`src/rtl/mem_arbiter_pkg.sv`:
```
// Shared types and constants for the unified-memory arbiter between the IF and MEM stages.
package mem_arbiter_pkg;

  localparam int InstAddrBus = 32;
  localparam int DataBus     = 32;
  localparam int SelBus      = 4;
  localparam int CntW        = 4;

  localparam logic                ChipEnable  = 1'b1;
  localparam logic                ChipDisable = 1'b0;
  localparam logic [DataBus-1:0]  ZeroWord    = '0;

  typedef enum logic [1:0] {
    ArbIdle   = 2'd0,
    ArbAccess = 2'd1,
    ArbResp   = 2'd2
  } arb_state_e;

  typedef enum logic {
    GrantIf  = 1'b0,
    GrantMem = 1'b1
  } grant_e;

  typedef struct packed {
    logic                   we;
    logic [InstAddrBus-1:0] addr;
    logic [SelBus-1:0]      sel;
    logic [DataBus-1:0]     wdata;
  } arb_req_t;

  // IF grants reset the burst; contended MEM grants count up and saturate at max_cnt.
  function automatic logic [CntW-1:0] burst_next(input logic [CntW-1:0] cnt,
                                                 input grant_e          sel,
                                                 input logic            if_pending,
                                                 input logic [CntW-1:0] max_cnt);
    if (sel == GrantIf) return '0;
    if (if_pending && (cnt != max_cnt)) return cnt + 1'b1;
    return cnt;
  endfunction

endpackage

```
`src/rtl/mem_arb_pick.sv`:
```
// Combinational grant decision: MEM has priority unless its contended burst is exhausted.
module mem_arb_pick
  import mem_arbiter_pkg::*;
#(
  parameter int MEM_BURST_MAX = 4
) (
  input  logic            if_req,
  input  logic            mem_req,
  input  logic [CntW-1:0] burst_cnt,
  output logic            grant_valid,
  output grant_e          grant_sel
);

  always_comb begin
    grant_valid = if_req | mem_req;
    grant_sel   = GrantIf;
    if (if_req && mem_req)
      grant_sel = (burst_cnt == CntW'(MEM_BURST_MAX)) ? GrantIf : GrantMem;
    else if (mem_req)
      grant_sel = GrantMem;
  end

endmodule

```
`src/rtl/mem_arbiter.sv`:
```
// Two-port arbiter sharing one memory port between instruction fetch and data access,
// with optional wait states and one-cycle ack pulses.
module mem_arbiter
  import mem_arbiter_pkg::*;
#(
  parameter int WAIT_CYCLES   = 0,
  parameter int MEM_BURST_MAX = 4
) (
  input  logic                   clk,
  input  logic                   rst,
  input  logic                   if_req,
  input  logic [InstAddrBus-1:0] if_addr,
  output logic                   if_ack,
  output logic [DataBus-1:0]     if_rdata,
  input  logic                   mem_req,
  input  logic                   mem_we,
  input  logic [InstAddrBus-1:0] mem_addr,
  input  logic [SelBus-1:0]      mem_sel,
  input  logic [DataBus-1:0]     mem_wdata,
  output logic                   mem_ack,
  output logic [DataBus-1:0]     mem_rdata,
  output logic                   ram_ce,
  output logic                   ram_we,
  output logic [InstAddrBus-1:0] ram_addr,
  output logic [SelBus-1:0]      ram_sel,
  output logic [DataBus-1:0]     ram_wdata,
  input  logic [DataBus-1:0]     ram_rdata,
  output logic                   stall_req
);

  arb_state_e      state;
  grant_e          grant_q;
  logic            we_q;
  logic [CntW-1:0] wait_cnt;
  logic [CntW-1:0] burst_cnt;

  logic     grant_valid;
  grant_e   grant_sel;
  arb_req_t win;

  mem_arb_pick #(.MEM_BURST_MAX(MEM_BURST_MAX)) u_pick (
    .if_req      (if_req),
    .mem_req     (mem_req),
    .burst_cnt   (burst_cnt),
    .grant_valid (grant_valid),
    .grant_sel   (grant_sel)
  );

  always_comb begin
    win = '{we: 1'b0, addr: if_addr, sel: 4'b1111, wdata: ZeroWord};
    if (grant_sel == GrantMem)
      win = '{we: mem_we, addr: mem_addr, sel: mem_sel, wdata: mem_wdata};
  end

  // Write strobe only in the last ACCESS cycle so a write lands exactly once.
  assign ram_we    = (state == ArbAccess) && (wait_cnt == '0) && we_q;
  assign stall_req = (if_req & ~if_ack) | (mem_req & ~mem_ack);

  always_ff @(posedge clk or negedge rst) begin
    if (!rst) begin
      state     <= ArbIdle;
      grant_q   <= GrantIf;
      we_q      <= 1'b0;
      wait_cnt  <= '0;
      burst_cnt <= '0;
      ram_ce    <= ChipDisable;
      ram_addr  <= '0;
      ram_sel   <= '0;
      ram_wdata <= ZeroWord;
      if_ack    <= 1'b0;
      mem_ack   <= 1'b0;
      if_rdata  <= ZeroWord;
      mem_rdata <= ZeroWord;
    end else begin
      if_ack  <= 1'b0;
      mem_ack <= 1'b0;
      case (state)
        ArbIdle: begin
          if (grant_valid) begin
            state     <= ArbAccess;
            grant_q   <= grant_sel;
            we_q      <= win.we;
            ram_addr  <= win.addr;
            ram_sel   <= win.sel;
            ram_wdata <= win.wdata;
            ram_ce    <= ChipEnable;
            wait_cnt  <= CntW'(WAIT_CYCLES);
            burst_cnt <= burst_next(burst_cnt, grant_sel, if_req, CntW'(MEM_BURST_MAX));
          end
        end
        ArbAccess: begin
          if (wait_cnt == '0) begin
            state  <= ArbResp;
            ram_ce <= ChipDisable;
            if (grant_q == GrantMem) begin
              mem_rdata <= we_q ? ZeroWord : ram_rdata;
              mem_ack   <= 1'b1;
            end else begin
              if_rdata <= ram_rdata;
              if_ack   <= 1'b1;
            end
          end else begin
            wait_cnt <= wait_cnt - 1'b1;
          end
        end
        ArbResp: state <= ArbIdle;
        default: state <= ArbIdle;
      endcase
    end
  end

endmodule

```
`config.mk`:
```
export PLATFORM = sky130hd
export DESIGN_NAME = mem_arbiter
export DESIGN_NICKNAME = d
export VERILOG_FILES = /design/src/rtl/mem_arbiter_pkg.sv /design/src/rtl/mem_arb_pick.sv /design/src/rtl/mem_arbiter.sv
export SDC_FILE = /design/constraint.sdc
export NUM_CORES = 1
export LEC_CHECK = 0
export ABC_CLOCK_PERIOD_IN_PS = 2200
export BUFFER_PORTS_ARGS = -buffer_cell sky130_fd_sc_hd__buf_2
export CORE_MARGIN = 2
export CORE_UTILIZATION = 48
export CTS_CLUSTER_DIAMETER = 120
export DETAILED_ROUTE_END_ITERATION = 8
export PLACE_DENSITY = 0.84
export SKIP_CTS_REPAIR_TIMING = 1
export SYNTH_ARGS = -nofsm -noshare
export SYNTH_HDL_FRONTEND = slang
export SYNTH_SLANG_ARGS = --single-unit
```
`constraint.sdc`:
```
create_clock -name clk -period 2.2 [get_ports clk]
set_input_delay 0.44 -clock clk [delete_from_list [all_inputs] [get_ports clk]]
set_output_delay 0.44 -clock clk [all_outputs]
set_load 0.02 [all_outputs]
```
==> results.md, run 1 <==
* Routability cong. at 0.783
* Async SR Flop Fraction at 100%
* Data arrival, critical path at 1680 ps
* CTS tree: done
* Critical path launch point type: flip-flop
* Sequential fraction of the synthesis area at 56.5%
* Commonest cells post-synth: 147 x dfrtp_1, 68 x nand3_1, 61 x mux2_2, 42 x clkbuf_1, 38 x o21ai_0
* RSZ-0062 raised after global routing: false
* Clock sinks at 147
* CP Launch Point: wait_cnt[1]
* Vias in the first global route at 5648
* Post-Syn Instances at 562
* Die H at 121 um
* Final worst-path cycle share at 96.3%
* Core Footprint at 13200 um^2
* Primary FF master, synth: dfrtp_1
* Final Net Count at 961
* Max-slew violation count at 0
* Site Rows at 42
* Yosys Warn Count at 0
* DRT Wirelength at 18.4 mm
* DIE AREA at 14500 um^2
* Global route overflow at 0
* Routed WL per cell at 18.2 um
* Maximum vdd drop at 1.04 mV
* Most common cell in the netlist: dfrtp_1
* Final worst path period need at 2120 ps
* Relative slew slack at 50.9%
* DRC Markers at 0
* Status: completed
* Worst hold-check path type: input pin to flip-flop
* Maximum clock path buffer count at 2
* Largest net degree at the start of global routing at 58
* First-pass DRT Iterations at 5
* Synth top area share at 56.5%
* Pwr Total at 13.4 mW
* Setup CP Type: flip-flop to output pin
* Htree depth at 4
* Core Util, Final at 65.5%
* Global Route Usage Sum at 25.3%
* Static leakage at 4.10 nW
* Hold_sp: ram_rdata[13]
* First-pass GRT wire length at 28.9 mm
* IO Port Bufs at 273
* Worst r2r src: wait_cnt[1]
* Synth area leader: dfrtp_1
* Clk_lat worst skew at 410 ps
* Avg Inst Size Synth at 11.6 um^2
* Peak Freq at 472 MHz
* DIE WIDTH at 121 um
* Pre-CTS WS at 174 ps
* 1st-iter DRT viols at 382
* Crit. End Element: output pin
* Post-synthesis cell type count at 39
* Setup violation total in the final timing report at 0
* Hold Fails Final Rpt at 0
* CTS clk-pin slew, worst paths at 60 ps
* Layout Skew at 9.11 ps
* I/O pin total at 274
* EDFF count, synth at 0
* Syn_nets at 703
* CTS root buffer: clkbuf_16
* Post-DRT Antenna Nets at 0
* Number of CTS-inserted buffers at 17
* Antenna diodes at 0
* Initial Util at 49.2%
* Req. time, crit path at 1760 ps
* Tightest Pin Transition at 737 ps
* Area delta synth->final at 33.1%
* Vias at 5717
* Cell area after synthesis at 6520 um^2
* Worst setup margin at 81.6 ps
* Via-to-Cell Ratio at 5.67
* DP HPWL at 12.4 mm
* Critical Path Fanout Max at 4
* Initial antenna violation count at 0
* Synth area leaders: dfrtp_1 56%, mux2_2 11%, nand3_1 5.2%
* Max-Cap Viols at 0
* Post-Layout Inst Area at 8670 um^2
* Layout cells sized above 1 at 47.1%
* Dpl cell area at 8070 um^2
* Pwr dens at 1540 nW/um^2
* FF+latch count, synth at 147
## power by group
part | switching (mW) | leakage [nW] | internal, mW
sequential | 0.645 | 1.81 | 3.91
clock | 1.12 | 0.279 | 1.67
combinational | 3.70 | 2.01 | 2.32
## placed cells by master (no fill, tap or decap), drive strengths merged, types with 7 or more instances in the layout
| cell type | instances |
|---|---|
| clkbuf | 20 |
| dfrtp | 147 |
| mux2 | 64 |
| nand3 | 68 |
| buf | 293 |
| o21ai | 38 |
| clkinv | 7 |
| inv | 9 |
| o2bb2ai | 33 |
| nand4 | 33 |
| o211ai | 32 |
| nor2b | 34 |
## state kept, by name, indices dropped and copies added, names as in the netlist
name	cells
wait_cnt	4
state	2
mem_rdata	32
ram_sel	4
ram_wdata	32
mem_ack	1
if_ack	1
if_rdata	32
ram_ce	1
we_q	1
grant_q	1
burst_cnt	4
ram_addr	32
## per-stage QoR
stage,hold slack [ps],std cells,TNS (ps)
2_1_floorplan,144,562,0
3_3_place_gp,402,974,0
3_5_place_dp,402,974,0
4_1_cts,-46.3,1006,-42.5
5_1_grt,248,1009,0
6_report,254,1009,0
## per-layer routing
layer | global-route usage, % | wire (um) | up-vias
met5 | 0 | 0 | -
met1 | 31.2 | 7190 | 2821
met3 | 5.71 | 1250 | 31
li1 | - | - | 2597
met4 | 8.87 | 427 | 0
met2 | 43.9 | 9540 | 268
## cells by family (layout without fill, tap and decap cells)
group,Yosys count,count (layout),share of synthesized area [%]
multiplexers,64,64,11.1
AND/OR/NAND/NOR,166,166,14.5
flip-flops,147,147,56.5
adder cells (fa/ha/maj),4,4,0.768
buffers and inverters,62,333,4.36
AO/OA/AOI/OAI,119,119,12.9
## path summary, 6_finish.rpt
path	to	slack [ps]	depth (start not counted)
worst max-delay path	ram_we	80	6
worst min-delay path	if_rdata[13]	250	2
worst max register to register	if_rdata[4]	160	6
worst min register to register	ram_wdata[0]	490	1
max in group asynchronous	ram_wdata[11]	1030	3
min in group asynchronous	if_rdata[8]	520	2
## area by class of cell
cell class	instances	area [um^2]
fillers	1071	4570
clock inverters	12	131
well taps	176	220
flip-flops and latches	147	3680
clock buffers	20	437
multi-input cells	353	2570
inverters	7	26.3
repair buffers	294	1610
## critical path, cell delays in order (launching register included)
cell and delay (ps):
dfrtp_1 390, inv_1 90, ha_1 150, nor3b_2 190, buf_4 150, and3_1 150, buf_4 140
(Power assumes the default switching activity.)
==> inputs of run 2 (changes only) <==
--- a/config.mk
+++ b/config.mk
@@ -7,11 +7,13 @@
 export LEC_CHECK = 0
 export ABC_CLOCK_PERIOD_IN_PS = 2200
 export BUFFER_PORTS_ARGS = -buffer_cell sky130_fd_sc_hd__buf_2
+export CELL_PAD_IN_SITES_DETAIL_PLACEMENT = 1
+export CELL_PAD_IN_SITES_GLOBAL_PLACEMENT = 1
 export CORE_MARGIN = 2
-export CORE_UTILIZATION = 48
+export CORE_UTILIZATION = 36
 export CTS_CLUSTER_DIAMETER = 120
 export DETAILED_ROUTE_END_ITERATION = 8
-export PLACE_DENSITY = 0.84
+export PLACE_DENSITY = 0.83
 export SKIP_CTS_REPAIR_TIMING = 1
 export SYNTH_ARGS = -nofsm -noshare
 export SYNTH_HDL_FRONTEND = slang
==> run 2 against run 1 <==
Via count about the same; design area up 1.6%; highest routed layer unchanged; sequential power barely moved; critical path type unchanged; clock skew grew 1.2 ps; non-clock buffer count up 10.
==> results.md, run 2 (synthesized netlist as in run 1, its figures left out) <==
* Peak Freq at 458 MHz (-3.0%)
* Initial antenna violation count at 0 (unchanged)
* First-pass DRT Iterations at 4 (-1)
* CP Launch Point: wait_cnt[0]
* Req. time, crit path at 1760 ps (about the same)
* Largest net degree at the start of global routing at 50 (-14%)
* Routed WL per cell at 19.1 um (+4.7%)
* Layout cells sized above 1 at 48.3% (+1.2 points)
* DRT Wirelength at 20.5 mm (+11%)
* Slowest-stage cell, CP: dfrtp_1
* IO Port Bufs at 273 (unchanged)
* Setup violation total in the final timing report at 0 (unchanged)
* Crit. End Element: output pin
* Static leakage at 4.15 nW (+1.0%)
* Pwr dens at 1530 nW/um^2 (-0.94%)
* CTS root buffer: clkbuf_16
* Hold_sp: ram_rdata[13]
* Status: completed
* Post-Layout Inst Area at 8810 um^2 (+1.6%)
* Commonest non-fill, non-tap cell in the layout: buf_2
* CTS tree: done
* Site Rows at 49 (+17%)
* DIE WIDTH at 139 um (+15%)
* Data arrival, critical path at 1740 ps (+60 ps)
* R2r endpoint: if_rdata[8]
* Maximum vdd drop at 0.641 mV (-38%)
* Filler cell count at 2018 (+88%)
* Worst r2r src: wait_cnt[0]
* Pwr Total at 13.5 mW (+0.62%)
* DRC Markers at 0 (unchanged)
* Setup CP Type: flip-flop to output pin
* Most frequent cells in the layout: 271 x buf_2, 147 x dfrtp_1, 68 x nand3_1
* Post-DRT Antenna Nets at 0 (unchanged)
* FF-to-FF setup slack at 180 ps (+20 ps)
* Global route overflow at 0 (unchanged)
* Final Net Count at 971 (+1.0%)
* Max-Cap Viols at 0 (unchanged)
* Hold Slack at 241 ps (-13.7 ps)
* DP HPWL at 14.5 mm (+17%)
* Worst r2r path cells at 6 (unchanged)
* Hold Fails Final Rpt at 0 (unchanged)
* Via-to-Cell Ratio at 5.33 (-5.9%)
* Worst Hold Depth at 2 (unchanged)
* Global Route Usage Sum at 21.6% (-3.7 points)
* Area delta synth->final at 35.2%
* Clk_lat worst skew at 430 ps (+20 ps)
* Worst Hold End: if_rdata[13]
* Relative slew slack at 50.5% (-0.42 points)
* Vias in the first global route at 6245 (+11%)
* CTS clk-pin slew, worst paths at 70 ps (about the same)
* Htree depth at 4 (unchanged)
* Final worst path period need at 2180 ps (+64.9 ps)
* Number of CTS-inserted buffers at 17 (unchanged)
* Worst-path cell chain: inv_2 -> ha_2 -> nor3b_4 -> buf_6 -> and3_1 -> buf_6
* Worst hold-check path type: input pin to flip-flop
* DIE AREA at 19200 um^2 (+32%)
* Tightest Pin Transition at 743 ps (+6.34 ps)
* 1st-iter DRT viols at 221 (-42%)
* First-pass GRT wire length at 33.3 mm (+15%)
* Initial Util at 36.5% (-13 points)
* Critical path launch point type: flip-flop
* Maximum clock path buffer count at 2 (unchanged)
* Core Footprint at 17800 um^2 (+35%)
* Max-slew violation count at 0 (unchanged)
* Dpl cell area at 8170 um^2 (+1.2%)
* Most frequent CP cell: buf_6
* Final worst-path cycle share at 99.2% (+3.0 points)
* Vias at 5718 (+0.017%)
* Die H at 139 um (+15%)
* Critical Path Fanout Max at 4 (unchanged)
* Layout Skew at 10.3 ps (+1.22 ps)
* I/O pin total at 274 (unchanged)
* Crit-path max cell delay at 390 ps (about the same)
* Clock sinks at 147 (unchanged)
* Antenna diodes at 0 (unchanged)
* Routability cong. at 0.810 (+3.5%)
run 2: how the worst max path moves through the flow:
stage                              end  depth (start not counted)
after floorplan           if_rdata[10]                          7
after global placement    if_rdata[25]                          6
final                           ram_we                          6
after global routing            ram_we                          6
after CTS                       ram_we                          6
after detailed placement  if_rdata[20]                          6
run 2: layout make-up:
cell class                      count  area (um^2)  area share [%]
Clock buffer                       19          453            5.14
Clock inverter                     13          119            1.35
Inverter                            7         26.3           0.298
Multi-Input combinational cell    353         2580            29.3
Sequential cell                   147         3680            41.8
Tap cell                          229          287            3.25
Timing Repair Buffer              304         1670            18.9
run 2: metal layers:
layer	global-route usage, %	wire, um
met5	0	0
met1	25.3	8330
met4	7.73	459
met3	4.73	985
met2	39.0	10700
run 2: report_power, final:
group	switching [mW]	internal (mW)	leakage (nW)
logic	3.76	2.34	2.06
clock network	1.25	1.54	0.273
registers	0.669	3.91	1.81
run 2: worst max-delay path: cells and delay by family (launching register included):
family,cells,cell delay (ps)
AND/OR/NAND/NOR,2,410
flip-flops,1,390
buffers and inverters,3,340
adder cells (fa/ha/maj),1,170
run 2: through the flow:
step | instances | TNS, ps | utilization (%) | setup slack (ps)
floorplan | 562 | 0 | - | 249
detailed placement | 1034 | 0 | 45.8 | 128
global placement | 1034 | 0 | 45.8 | 232
CTS | 1066 | -164 | 49.0 | -164
global route | 1072 | -55.7 | 49.4 | -55.7
finish | 1072 | 0 | 49.4 | 16.6
